[config.mk]
export PLATFORM = sky130hd
export DESIGN_NAME = ps2_command_sequencer
export DESIGN_NICKNAME = d
export VERILOG_FILES = /design/src/rtl/ps2_command_sequencer.sv
export SDC_FILE = /design/constraint.sdc
export NUM_CORES = 1
export LEC_CHECK = 0
export CORE_MARGIN = 2
export CORE_UTILIZATION = 56
export DETAILED_ROUTE_END_ITERATION = 7
export PLACE_DENSITY = 0.91
export SLEW_MARGIN = 10
export SYNTH_ARGS = -nofsm -noshare
export SYNTH_HDL_FRONTEND = slang
export SYNTH_SLANG_ARGS = --single-unit
[constraint.sdc]
create_clock -name clk -period 2.5 [get_ports clk]
set_clock_uncertainty 0.2 [all_clocks]
set_input_delay 0.5 -clock clk [delete_from_list [all_inputs] [get_ports clk]]
set_output_delay 0.5 -clock clk [all_outputs]
set_load 0.005 [all_outputs]
[src/rtl/ps2_command_sequencer.sv]
// ps2_command_sequencer: host-side command sequencer for a PS/2 keyboard.
// Runs init (FF / BAT / F4 / LED), LED updates and hot-plug re-enable,
// handles ACK, resend, timeouts and retries, and forwards all other
// received bytes as key bytes.
module ps2_command_sequencer #(
  parameter int unsigned ACK_TIMEOUT_CYCLES = 240000,
  parameter int unsigned BAT_TIMEOUT_CYCLES = 12000000,
  parameter int unsigned MAX_RETRIES        = 3
) (
  input  logic       clk,
  input  logic       rst,
  input  logic       reset_req,
  input  logic       led_req,
  input  logic [2:0] led_state,
  input  logic       ps2_busy,
  input  logic       ps2_read,
  input  logic [7:0] ps2_rx_data,
  output logic       ps2_write,
  output logic [7:0] ps2_tx_data,
  output logic       key_valid,
  output logic [7:0] key_data,
  output logic       ready,
  output logic       kbd_ok,
  output logic       error
);

  localparam int unsigned RW = $clog2(MAX_RETRIES + 2);

  localparam logic [7:0] CMD_RESET  = 8'hFF;
  localparam logic [7:0] CMD_ENABLE = 8'hF4;
  localparam logic [7:0] CMD_LEDS   = 8'hED;
  localparam logic [7:0] RSP_ACK    = 8'hFA;
  localparam logic [7:0] RSP_RESEND = 8'hFE;
  localparam logic [7:0] RSP_BAT_OK = 8'hAA;
  localparam logic [7:0] RSP_BAT_ER = 8'hFC;

  typedef enum logic [1:0] {ST_IDLE, ST_ISSUE, ST_WAIT_ACK, ST_WAIT_BAT} state_e;
  // Every sequence is a tail of FF -> F4 -> ED -> LED byte; the sequence
  // kind only picks the entry step and whether completion sets kbd_ok.
  typedef enum logic [1:0] {STEP_FF, STEP_F4, STEP_ED, STEP_LED} step_e;
  typedef enum logic [1:0] {SEQ_INIT, SEQ_LED, SEQ_REEN} seq_e;

  state_e        state_q, state_d;
  step_e         step_q, step_d;
  seq_e          seq_q, seq_d;
  logic [31:0]   timer_q, timer_d;
  logic [RW-1:0] retry_q, retry_d;
  logic          rst_pend_q, rst_pend_d;
  logic          led_pend_q, led_pend_d;
  logic [2:0]    led_q, led_d;
  logic          write_q, write_d;
  logic [7:0]    tx_q, tx_d;
  logic          key_valid_q, key_valid_d;
  logic [7:0]    key_data_q, key_data_d;
  logic          ready_q, ready_d;
  logic          kbd_ok_q, kbd_ok_d;
  logic          error_q, error_d;

  logic [7:0]    step_byte;
  logic          start_init, start_led, start_reen;
  logic          resend, seq_done, seq_fail, forward;

  // Byte transmitted for the current step; the LED byte uses the latched value.
  always_comb begin
    step_byte = CMD_RESET;
    case (step_q)
      STEP_FF:  step_byte = CMD_RESET;
      STEP_F4:  step_byte = CMD_ENABLE;
      STEP_ED:  step_byte = CMD_LEDS;
      STEP_LED: step_byte = {5'b0, led_q};
      default:  step_byte = CMD_RESET;
    endcase
  end

  // Next-state logic: per-state decode raises event flags, which are then
  // resolved in one place (resend/retry, done, fail, sequence start).
  always_comb begin
    state_d     = state_q;
    step_d      = step_q;
    seq_d       = seq_q;
    timer_d     = timer_q;
    retry_d     = retry_q;
    write_d     = 1'b0;
    tx_d        = tx_q;
    key_valid_d = 1'b0;
    key_data_d  = key_data_q;
    kbd_ok_d    = kbd_ok_q;
    error_d     = error_q;
    led_d       = led_req ? led_state : led_q;
    start_init  = 1'b0;
    start_led   = 1'b0;
    start_reen  = 1'b0;
    resend      = 1'b0;
    seq_done    = 1'b0;
    seq_fail    = 1'b0;
    forward     = 1'b0;

    case (state_q)
      ST_IDLE: begin
        if (rst_pend_q) begin
          start_init = 1'b1;
        end else if (led_pend_q) begin
          start_led = 1'b1;
        end else if (ps2_read && ps2_rx_data == RSP_BAT_OK) begin
          start_reen = 1'b1;   // hot-plugged keyboard announced itself
        end
        forward = ps2_read && !start_reen;
      end
      ST_ISSUE: begin
        if (!ps2_busy) begin
          write_d = 1'b1;
          tx_d    = step_byte;
          timer_d = '0;
          state_d = ST_WAIT_ACK;
        end
      end
      ST_WAIT_ACK: begin
        timer_d = timer_q + 32'd1;
        if (ps2_read) begin
          if (ps2_rx_data == RSP_ACK) begin
            retry_d = '0;
            if (step_q == STEP_FF) begin
              timer_d = '0;
              state_d = ST_WAIT_BAT;
            end else if (step_q == STEP_LED) begin
              seq_done = 1'b1;
            end else begin
              step_d  = step_e'(step_q + 2'd1);
              state_d = ST_ISSUE;
            end
          end else if (ps2_rx_data == RSP_RESEND) begin
            resend = 1'b1;
          end else begin
            forward = 1'b1;
          end
        end else if (timer_q == ACK_TIMEOUT_CYCLES - 32'd1) begin
          resend = 1'b1;
        end
      end
      ST_WAIT_BAT: begin
        timer_d = timer_q + 32'd1;
        if (ps2_read) begin
          if (ps2_rx_data == RSP_BAT_OK) begin
            step_d  = STEP_F4;
            state_d = ST_ISSUE;
          end else if (ps2_rx_data == RSP_BAT_ER) begin
            seq_fail = 1'b1;
          end else begin
            forward = 1'b1;
          end
        end else if (timer_q == BAT_TIMEOUT_CYCLES - 32'd1) begin
          seq_fail = 1'b1;
        end
      end
      default: state_d = ST_IDLE;
    endcase

    if (resend) begin
      if (retry_q >= RW'(MAX_RETRIES)) begin
        seq_fail = 1'b1;
      end else begin
        retry_d = retry_q + RW'(1);
        state_d = ST_ISSUE;
      end
    end

    if (seq_done) begin
      if (seq_q != SEQ_LED) kbd_ok_d = 1'b1;
      state_d = ST_IDLE;
    end

    if (seq_fail) begin
      error_d = 1'b1;
      if (seq_q == SEQ_INIT) kbd_ok_d = 1'b0;
      state_d = ST_IDLE;
    end

    if (forward) begin
      key_valid_d = 1'b1;
      key_data_d  = ps2_rx_data;
    end

    if (start_init || start_led || start_reen) begin
      error_d = 1'b0;
      retry_d = '0;
      state_d = ST_ISSUE;
      if (start_init) begin
        seq_d  = SEQ_INIT;
        step_d = STEP_FF;
      end else if (start_led) begin
        seq_d  = SEQ_LED;
        step_d = STEP_ED;
      end else begin
        seq_d  = SEQ_REEN;
        step_d = STEP_F4;
      end
    end

    // INIT ends by sending the LEDs, so starting it also absorbs a pending LED.
    rst_pend_d = (rst_pend_q & ~start_init) | reset_req;
    led_pend_d = (led_pend_q & ~start_init & ~start_led) | led_req;
    ready_d    = (state_d == ST_IDLE) && !rst_pend_d && !led_pend_d;
  end

  // State register; reset lands in ISSUE for the FF step of INIT.
  always_ff @(posedge clk or posedge rst) begin
    if (rst) begin
      state_q     <= ST_ISSUE;
      step_q      <= STEP_FF;
      seq_q       <= SEQ_INIT;
      timer_q     <= '0;
      retry_q     <= '0;
      rst_pend_q  <= 1'b0;
      led_pend_q  <= 1'b0;
      led_q       <= 3'b000;
      write_q     <= 1'b0;
      tx_q        <= 8'h00;
      key_valid_q <= 1'b0;
      key_data_q  <= 8'h00;
      ready_q     <= 1'b0;
      kbd_ok_q    <= 1'b0;
      error_q     <= 1'b0;
    end else begin
      state_q     <= state_d;
      step_q      <= step_d;
      seq_q       <= seq_d;
      timer_q     <= timer_d;
      retry_q     <= retry_d;
      rst_pend_q  <= rst_pend_d;
      led_pend_q  <= led_pend_d;
      led_q       <= led_d;
      write_q     <= write_d;
      tx_q        <= tx_d;
      key_valid_q <= key_valid_d;
      key_data_q  <= key_data_d;
      ready_q     <= ready_d;
      kbd_ok_q    <= kbd_ok_d;
      error_q     <= error_d;
    end
  end

  assign ps2_write   = write_q;
  assign ps2_tx_data = tx_q;
  assign key_valid   = key_valid_q;
  assign key_data    = key_data_q;
  assign ready       = ready_q;
  assign kbd_ok      = kbd_ok_q;
  assign error       = error_q;

endmodule
* Word-level counts from Yosys, hierarchy flattened
Cells that the tools add are included.
** Storage, ports and cells
- Flip-flop bits (word level) :: 67
- Latch bits :: 0
- Bits in writable memories :: 0
- ROM bits :: 0
- Logic and storage cells :: 146
- Memories :: 0
** Cells by class
- $add $sub $neg :: 3
- $mul :: 0
- Divide/modulo/power cells :: 0
- Order comparisons :: 1
- Eq/ne operators :: 20
- Shifts and indexed selects :: 0
- Muxes and demuxes :: 80
- Bitwise logic cells :: 8
- Reductions and logical operators :: 19
** Operator list (count)
- $mux 32 :: 4
- $pmux 32 s3 :: 1
- $mux 2 :: 23
- $mux 1 :: 42
- $add 32x1->32 const B :: 1
- $eq 32x18->1 const B :: 1
- $eq 32x24->1 const B :: 1
- $eq 8x8->1 const B :: 4
- $pmux 8 s4 :: 1
- $mux 3 :: 6
- $ne 3x3->1 const B :: 6
- $eq 2x2->1 const B :: 4
- $logic_not 2->1 :: 4
- $reduce_and 7->1 :: 1
- $pmux 2 s3 :: 1
- $reduce_bool 3->1 :: 2
- $eq 2x1->1 const B :: 2
- $logic_and 1x1->1 :: 4
- $pmux 2 s2 :: 1
- $reduce_and 2->1 :: 2
- $add 3x1->3 const B :: 1
- $and 1x1->1 :: 3
- $ge 3x2->1 const B :: 1
- $logic_not 1->1 :: 3
- 8 further kinds :: 12

* Depth between registers and ports, before layout
Gate-level depths: netlist of the first run.
- Word-level depth :: 14
- Gate-level depth with buffers :: 8

* Worst setup path after synthesis of the first run
No wires, ideal clock.
- Kind :: in2reg
- From :: input ps2_rx_data[0]
- To :: register timer_q[8]
- Setup time :: 0.129 ns
- Arrival time :: 1.809 ns
- Setup slack :: 0.361 ns
- Stages on the path :: 8
- Cell sequence :: nand4b_1 -> or4_1 -> buf_2 -> o21a_1 -> buf_6 -> a21o_1 -> nand2_1 -> o31ai_1
** Between the ends
- Longest elaborated chain between the ends :: 4
** RTL lines
- from (decl) :: line 17 : input logic [7:0] ps2_rx_data,
- $eq 8x8->1 :: line 120 : if (ps2_rx_data == RSP_ACK) begin
- $mux 32 :: line 120
- $mux 32 :: line 119 : if (ps2_read) begin
- $pmux 32 s3 :: line 98 : case (state_q)
- to (signal assigned) :: line 227 : timer_q <= timer_d;
- to (decl) :: line 46 : logic [31:0] timer_q, timer_d;
Every way passes these cells.
A chain may end at the register's enable or synchronous reset.

* Worst setup path after layout of the first run
- From :: input ps2_rx_data[0]
- To :: register timer_q[4]
Same word-level chain as after synthesis.

==> metrics.csv, run 1 <==
metric,value,unit
Synth area leaders,"dfrtp_1 (46%), nor2_1 (6.1%), xor2_1 (4.0%)",
final std cells w/o fill,507,
setup TNS,0,ps
GR Util All Layers,27.6,%
Clock Path Buffers,2,
vias in the first global route,3055,
warnings from Yosys,0,
TritonCTS Buffers,9,
Final Power,3.39,mW
routed wire length,9120,um
sequential area share after synthesis,46.9,%
H-Tree Depth,3,
Iter 0 DRT Violations,289,
CP max-delay cell,or4_4,
die outline area,6840,um^2
TritonCTS clock tree,yes,
n_diodes,0,
status,"finished, final reports clean",
syn_nets,387,
"Clk Latency, worst-skew pair",350,ps
peak supply drop,0.000564,V
"Distinct cells, synth",51,
Clock transition at path regs,70,ps
Top Ports,38,
DRT Pass-1 Iters,5,
PD cells,774,nW/um^2
fmax,413,MHz
Core ar.,5960,um^2
crit end category,flip-flop,
Mean Syn Cell Area,9.58,um^2
crit-path cells,clkdlybuf4s50_1 > nand4b_1 > or4_4 > o21ai_2 > buf_4 > nor2_1 > o21ai_0 > o21ai_0,
"Data required, critical path",2500,ps
Layout area overhead,26.1,%
Die W,82.7,um
total gr overflow,0,
Slew headroom,62.7,%
hpwl dp,6020,um
critical path class,in -> reg,
initial antenna violation count,0,
Worst Path Max Fanout,5,
Hold Path Class,reg -> reg,
Most common cell on crit path,o21ai_0,
Final setup viols,0,
RSZ-0062 raised after global routing,no,
post-synth top area cell,dfrtp_1,
CTS Sinks,65,
pin count of the biggest net entering global routing,30,
P_leak,1.87,nW
vias,3091,
"Top FF cell, synth",dfrtp_1,
critical path's largest stage delay,540,ps
WL/cell,18.0,um
Nets,453,
CTS Root Buffer Type,clkbuf_8,
first-pass GRT wire length,14200,um
row cnt,28,
Slew Limit Fails,0,
dpl cells,490,
Die Ht,82.7,um
fin crit share,96.8,%
vias per cell,6.10,
# hold bufs at CTS,0,
number of synthesized flops with an enable pin,0,
layout cells sized above 1,16.9,%
most common library cells after synthesis,"dfrtp_1 (64), nor2_1 (56), nand2_1 (23), nand3_1 (22), o21ai_0 (19)",
fill count,381,
crit path time final,2420,ps
fraction of registers with async set/reset,100,%
top-area cell type share of the netlist area,46.2,%
Final Wtd Congestion,0.934,
top-count cell post-synth,dfrtp_1,
"Arr. time, crit path",2420,ps
Startpoint Class,input pin,
Final Hold Fails,0,
Initial Util,58.2,%
#FFs+latches synth,65,
cells after synthesis,362,
worst slew pin tran,558,ps
antenna-violating nets left,0,
Port Buffers,37,
maxcap violations,0,
DR DRC count,0,
Mapped Area,3470,um^2
## logic make-up after synthesis
logic type | synth area share, %
AO/OA/AOI/OAI | 11.3
XOR/XNOR | 6.06
adder cells (fa/ha/maj) | 2.89
buffers and inverters | 3.32
flip-flops | 46.9
multiplexers | 4.15
AND/OR/NAND/NOR | 25.4
## repair_timing
action / 4_1_cts / 5_1_grt
buffers inserted: 0 / 1
endpoints found under the setup margin: 7 / 38
resized for setup: 1 / 8
pin swaps: 0 / 2
gates cloned: 0 / 1
## flip-flops by register name, summed over array words and instances, names as in the netlist, 2 cells and up
name / flops
key_data: 8
led_q: 3
ps2_tx_data: 6
retry_q: 3
seq_q: 2
state_q: 2
step_q: 2
timer_q: 32
## critical path: cells and delay by family
| family | cells | cell delay (ps) |
|---|---|---|
| simple gates | 3 | 800 |
| buf+inv | 2 | 640 |
| compound gates | 3 | 490 |
## area by class of cell
cell class	instances	area, um^2	area share (%)
clock inverter	3	65.1	1.49
tap	75	93.8	2.15
clock buffer	12	145	3.32
inverter	7	26.3	0.601
multi-input combinational	276	1780	40.7
timing repair buffer	69	636	14.5
sequential	65	1630	37.2
## path summary, 6_finish.rpt
check	startpoint	to	slack, ps	cells after the start
max	ps2_rx_data[0]	timer_q[4]	80	8
min	timer_q[6]	timer_q[6]	290	1
max reg2reg	timer_q[1]	timer_q[26]	160	7
min in group asynchronous	rst	timer_q[7]	300	2
max in group asynchronous	rst	timer_q[4]	1190	3
min reg2reg	timer_q[6]	timer_q[6]	290	1
## stage by stage
step / hold slack [ps] / instance area [um^2] / utilization, % / setup slack, ps
after floorplan: 245 / 3470 / - / 175
after global placement: 270 / 4090 / 68.7 / -351
after detailed placement: 285 / 4090 / 68.7 / -390
after CTS: 299 / 4300 / 72.2 / 22.1
after global routing: 328 / 4370 / 73.4 / 23.0
final: 293 / 4370 / 73.4 / 81.2
## where the power goes
group / internal [mW] / total [mW] / switching, mW
registers: 1.22 / 1.38 / 0.165
clock network: 0.583 / 0.984 / 0.401
logic: 0.527 / 1.02 / 0.495
total: 2.33 / 3.39 / 1.06
## per-layer routing
metal | part of all wire [%] | GRT usage [%]
met3 | 7.4 | 4.78
met5 | 0 | 0
met4 | 2.9 | 13.9
met2 | 49 | 46.7
met1 | 40 | 33.9
## placed cells by master, fill, tap and decap left out, types with 5 or more instances in the layout
master	n
a21oi_1	17
nand2_1	22
and4_1	5
mux2_2	11
clkdlybuf4s50_1	37
inv_1	6
and3_1	10
nor2_1	56
xor2_1	16
clkbuf_8	10
nand2b_1	7
buf_4	30
nand4_1	7
xnor2_1	8
ha_1	8
nor3_1	7
o21ai_0	19
dfrtp_1	64
nand3_1	22
No activity file was read; power rests on OpenSTA's default activity.
==> run 2, diff against run 1 <==
--- a/config.mk
+++ b/config.mk
@@ -5,10 +5,12 @@
 export SDC_FILE = /design/constraint.sdc
 export NUM_CORES = 1
 export LEC_CHECK = 0
+export CAP_MARGIN = 20
 export CORE_MARGIN = 2
-export CORE_UTILIZATION = 56
+export CORE_UTILIZATION = 60
 export DETAILED_ROUTE_END_ITERATION = 7
-export PLACE_DENSITY = 0.91
+export DONT_BUFFER_PORTS = 1
+export PLACE_DENSITY = 0.88
 export SLEW_MARGIN = 10
 export SYNTH_ARGS = -nofsm -noshare
 export SYNTH_HDL_FRONTEND = slang
==> run 2 against run 1 <==
- clock-buffer cell count down 2
- flip-flop and latch count is the same
- wire length shrank 17%
- global-route usage decreased by 1.9 points
- worst hold slack got worse by 220 ps
- highest routed layer unchanged
==> metrics.csv, run 2 (same netlist as run 1, synthesis figures left out) <==
metric,value,unit
WL/cell,17.0,um
most frequent cells in the layout,"dfrtp_1 (64), nor2_1 (56), nand2_1 (23), nand3_1 (22), o21ai_0 (19)",
sequential cell area,1630,um^2
Slew headroom,59.8,%
Top Ports,38,
Die Ht,80.0,um
Hold Path Class,in -> reg,
CTS Sinks,65,
"commonest non-fill, non-tap cell in the layout",dfrtp_1,
crit path time final,2360,ps
Startpoint Class,flip-flop,
FF-to-FF path depth,6,
fill count,394,
Reg with most FFs,timer_q,
peak supply drop,0.000432,V
CTS Root Buffer Type,clkbuf_8,
Layout area overhead,7.72,%
H-Tree Depth,3,
DRT Pass-1 Iters,5,
Worst Path Max Fanout,10,
Initial Util,62.6,%
row cnt,27,
setup TNS,0,ps
TritonCTS clock tree,yes,
worst slew pin tran,601,ps
routed wire length,7600,um
status,"finished, final reports clean",
antenna-violating nets left,0,
layout cells sized above 1,12.0,%
total gr overflow,0,
fin crit share,94.3,%
CP Buf/Inv Count,1,
vias per cell,6.27,
crit-path cells,buf_4 > or2_2 > a21oi_1 > nand2_1 > nand2_1 > mux2_2,
Slew Limit Fails,0,
Final setup viols,0,
Final Wtd Congestion,0.889,
R2R Path End,key_data[1],
critical path's largest stage delay,420,ps
"Clk Latency, worst-skew pair",340,ps
Most common cell on crit path,nand2_1,
fmax,424,MHz
WHS Endpoint,led_pend_q,
HP Start,led_req,
hold_ws,73.7,ps
Hold Path Stages,1,
Post-CTS Setup Inserts,0,
Iter 0 DRT Violations,280,
maxcap violations,0,
Reg2Reg Setup Slack,140,ps
RSZ-0062 raised after global routing,no,
DR DRC count,0,
n_diodes,0,
Die W,80.0,um
P_leak,1.58,nW
post-CTS sizing,0,
Port Buffers,0,
placed cell areas,3540,um^2
die outline area,6400,um^2
TritonCTS Buffers,9,
crit end category,flip-flop,
Crit path max-delay family,simple AND/OR/NAND/NOR gates,
"Arr. time, crit path",2390,ps
Multi-input gate area,1730,um^2
Clock Path Buffers,2,
PD cells,772,nW/um^2
CP max-delay cell,dfstp_2,
number of flip-flops under the largest register name,32,
vias,2795,
R2R Path Start,state_q[0],
GR Util All Layers,25.7,%
initial antenna violation count,0,
Nets,394,
pin count of the biggest net entering global routing,30,
"Data required, critical path",2530,ps
design area,3740,um^2
Clock transition at path regs,80,ps
hpwl dp,5280,um
Final Hold Fails,0,
critical path class,reg -> reg,
first-pass GRT wire length,12700,um
vias in the first global route,2724,
Core ar.,5540,um^2
[run 2: worst max path at each step]
stage | from | to | depth (start not counted)
floorplan | rst | error | 1
global placement | ps2_rx_data[0] | timer_q[13] | 5
detailed placement | ps2_rx_data[0] | timer_q[19] | 5
CTS | state_q[0] | key_data[1] | 6
global route | timer_q[0] | timer_q[26] | 8
finish | state_q[0] | key_data[1] | 6
[run 2: stage by stage]
| step | std cells | utilization (%) | power, mW | setup slack (ps) |
|---|---|---|---|---|
| finish | 446 | 67.4 | 2.88 | 141 |
| global placement | 429 | 64.0 | 2.03 | 176 |
| global route | 446 | 67.4 | 3.05 | 75.8 |
| CTS | 446 | 67.4 | 2.89 | 172 |
| detailed placement | 429 | 64.0 | 2.07 | 135 |
| floorplan | 362 | - | 1.94 | 175 |
[run 2: routing by layer]
layer,vias to the layer above,GRT usage [%],part of all wire [%],wire length [um]
met5,-,0,0,0
met4,0,11.2,2.8,212
met3,28,6.56,6.1,462
met2,126,41.8,49,3740
met1,1346,32.2,42,3180
li1,1295,-,-,-
[run 2: layout make-up]
cell class                 count  area share [%]
tap                           72            2.41
clock buffer                  10            3.68
sequential                    65            43.6
multi-input combinational    275            46.2
clock inverter                 6            1.17
timing repair buffer          11            2.28
inverter                       7           0.703
[run 2: where the power goes]
part | switching (mW) | leakage (nW) | total (mW) | internal [mW]
clock network | 0.425 | 0.0805 | 0.811 | 0.386
registers | 0.161 | 0.829 | 1.38 | 1.22
logic | 0.412 | 0.670 | 0.694 | 0.282
total | 0.999 | 1.58 | 2.88 | 1.88
[run 2: repair_timing]
| action | in CTS | in global routing |
|---|---|---|
| hold endpoints to repair | 26 | 0 |
| setup endpoints to repair | 0 | 0 |
| hold buffers | 1 | 0 |
==> run 3, diff against run 2 <==
--- a/config.mk
+++ b/config.mk
@@ -7,10 +7,11 @@
 export LEC_CHECK = 0
 export CAP_MARGIN = 20
 export CORE_MARGIN = 2
-export CORE_UTILIZATION = 60
+export CORE_UTILIZATION = 40
 export DETAILED_ROUTE_END_ITERATION = 7
 export DONT_BUFFER_PORTS = 1
-export PLACE_DENSITY = 0.88
+export GPL_TIMING_DRIVEN = 0
+export PLACE_DENSITY = 0.66
 export SLEW_MARGIN = 10
 export SYNTH_ARGS = -nofsm -noshare
 export SYNTH_HDL_FRONTEND = slang
==> run 3 against run 2 <==
- power grew 4.8%
- via count down 3.8%
- wire length fell by 1.2%
- fmax grew 2.8%
- worst hold slack got worse by 120 ps
- the flow now finishes with violations (negative hold slack)
- utilization decreased by 21 points
- critical path type unchanged
- die area is 47% higher
- critical path depth increased by 1
- largest cell class unchanged
==> metrics.csv, run 3 (same netlist as run 1, synthesis figures left out) <==
metric,value,unit
Nets,397,
Top Ports,38,
Clock Path Buffers,2,
Reg2Reg Setup Slack,210,ps
RSZ-0062 raised after global routing,no,
Worst Path Max Fanout,10,
TritonCTS Buffers,9,
Post-CTS Setup Inserts,0,
routed wire length,7510,um
Iter 0 DRT Violations,185,
Hold Path Class,in -> async,
design area,3810,um^2
"Arr. time, crit path",2330,ps
R2R Path End,key_data[1],
row cnt,33,
Initial Util,41.8,%
vias in the first global route,2707,
fmax,436,MHz
Core ar.,8300,um^2
Final Wtd Congestion,0.866,
FF-to-FF path depth,7,
CP endpoint,key_data[1],
layout cells sized above 1,11.4,%
DRT Pass-1 Iters,4,
Die W,97.1,um
CTS Root Buffer Type,clkbuf_8,
Die Ht,97.1,um
Slew Limit Fails,0,
hold_ws,-44.9,ps
antenna-violating nets left,0,
number of flip-flops under the largest register name,32,
peak supply drop,0.000234,V
die outline area,9430,um^2
"commonest non-fill, non-tap cell in the layout",dfrtp_1,
Reg with most FFs,timer_q,
first-pass GRT wire length,13000,um
pin count of the biggest net entering global routing,66,
Final setup viols,0,
dpl cells,467,
crit path time final,2290,ps
"Clk Latency, worst-skew pair",350,ps
status,"finished, violations left",
Layout area overhead,9.99,%
Multi-input gate area,1740,um^2
vias per cell,5.58,
WL/cell,15.6,um
total gr overflow,0,
R2R Path Start,state_q[1],
P_leak,1.60,nW
CTS Sinks,65,
DR DRC count,0,
hpwl dp,5310,um
GR Util All Layers,16.9,%
worst slew pin tran,818,ps
final std cells w/o fill,482,
most frequent cells in the layout,"dfrtp_1 (64), nor2_1 (56), nand2_1 (22), nand3_1 (22), o21ai_0 (19)",
failing checks,negative hold slack,
H-Tree Depth,3,
maxcap violations,0,
Startpoint Class,flip-flop,
# hold bufs at CTS,0,
critical path startpoint,state_q[1],
initial antenna violation count,0,
"Data required, critical path",2540,ps
crit end category,flip-flop,
vias,2689,
Clock transition at path regs,80,ps
critical path class,reg -> reg,
fin crit share,91.8,%
Port Buffers,0,
PD cells,792,nW/um^2
TritonCTS clock tree,yes,
fill count,753,
n_diodes,0,
Slew headroom,45.5,%
sequential cell area,1630,um^2
placed cell areas,3600,um^2
Final Hold Fails,26,
run 3: layout make-up:
| class | instances | area share, % |
|---|---|---|
| buffer | 14 | 2.23 |
| clock buffer | 10 | 3.61 |
| clock inverter | 6 | 1.77 |
| inverter | 7 | 0.754 |
| multi-input combinational | 275 | 45.5 |
| sequential | 65 | 42.7 |
| tap | 105 | 3.44 |
run 3: per-stage QoR:
step	hold WS, ps	TNS [ps]	utilization [%]	worst slack (ps)	power (mW)
after floorplan	245	0	-	175	1.94
after global placement	271	-35320	43.4	-554	2.09
after detailed placement	277	-2.49	43.4	-2.49	2.12
after CTS	15.7	0	46.0	44.0	3.04
after global routing	47.2	0	46.0	43.9	3.20
final	-44.9	0	46.0	205	3.02
run 3: worst max-delay path, cell delays in order (launching register included):
cell      delay, ps
dfrtp_1         380
clkbuf_1        220
or2_2           330
clkbuf_1        160
a21oi_1         250
nand2_1         100
nand2_2         190
mux2_2          360
run 3: worst min-delay path by stage:
| stage | start | endpoint | slack, ps | cells past startpoint |
|---|---|---|---|---|
| floorplan | timer_q[6] | timer_q[6] | 250 | 1 |
| global placement | timer_q[6] | timer_q[6] | 270 | 1 |
| detailed placement | timer_q[6] | timer_q[6] | 280 | 1 |
| CTS | rst | ps2_tx_data[3] | 20 | 1 |
| global route | rst | ps2_tx_data[3] | 50 | 1 |
| finish | rst | ps2_tx_data[3] | -40 | 1 |
run 3: where the power goes:
part | internal [mW] | switching [mW]
clock | 0.489 | 0.433
sequential | 1.22 | 0.148
combinational | 0.307 | 0.429
run 3: repair_timing:
item / 4_1_cts / 5_1_grt
resized for setup: 1 / 1
endpoints found under the setup margin: 4 / 18
pin swaps: 0 / 1
run 3: per-layer routing:
metal / vias to the layer above / GRT usage (%) / share of wire [%]
met2: 59 / 27.6 / 48
met3: 12 / 4.60 / 4.0
met1: 1319 / 21.6 / 46
li1: 1299 / - / -
met4: 0 / 6.28 / 1.7
met5: - / 0 / 0
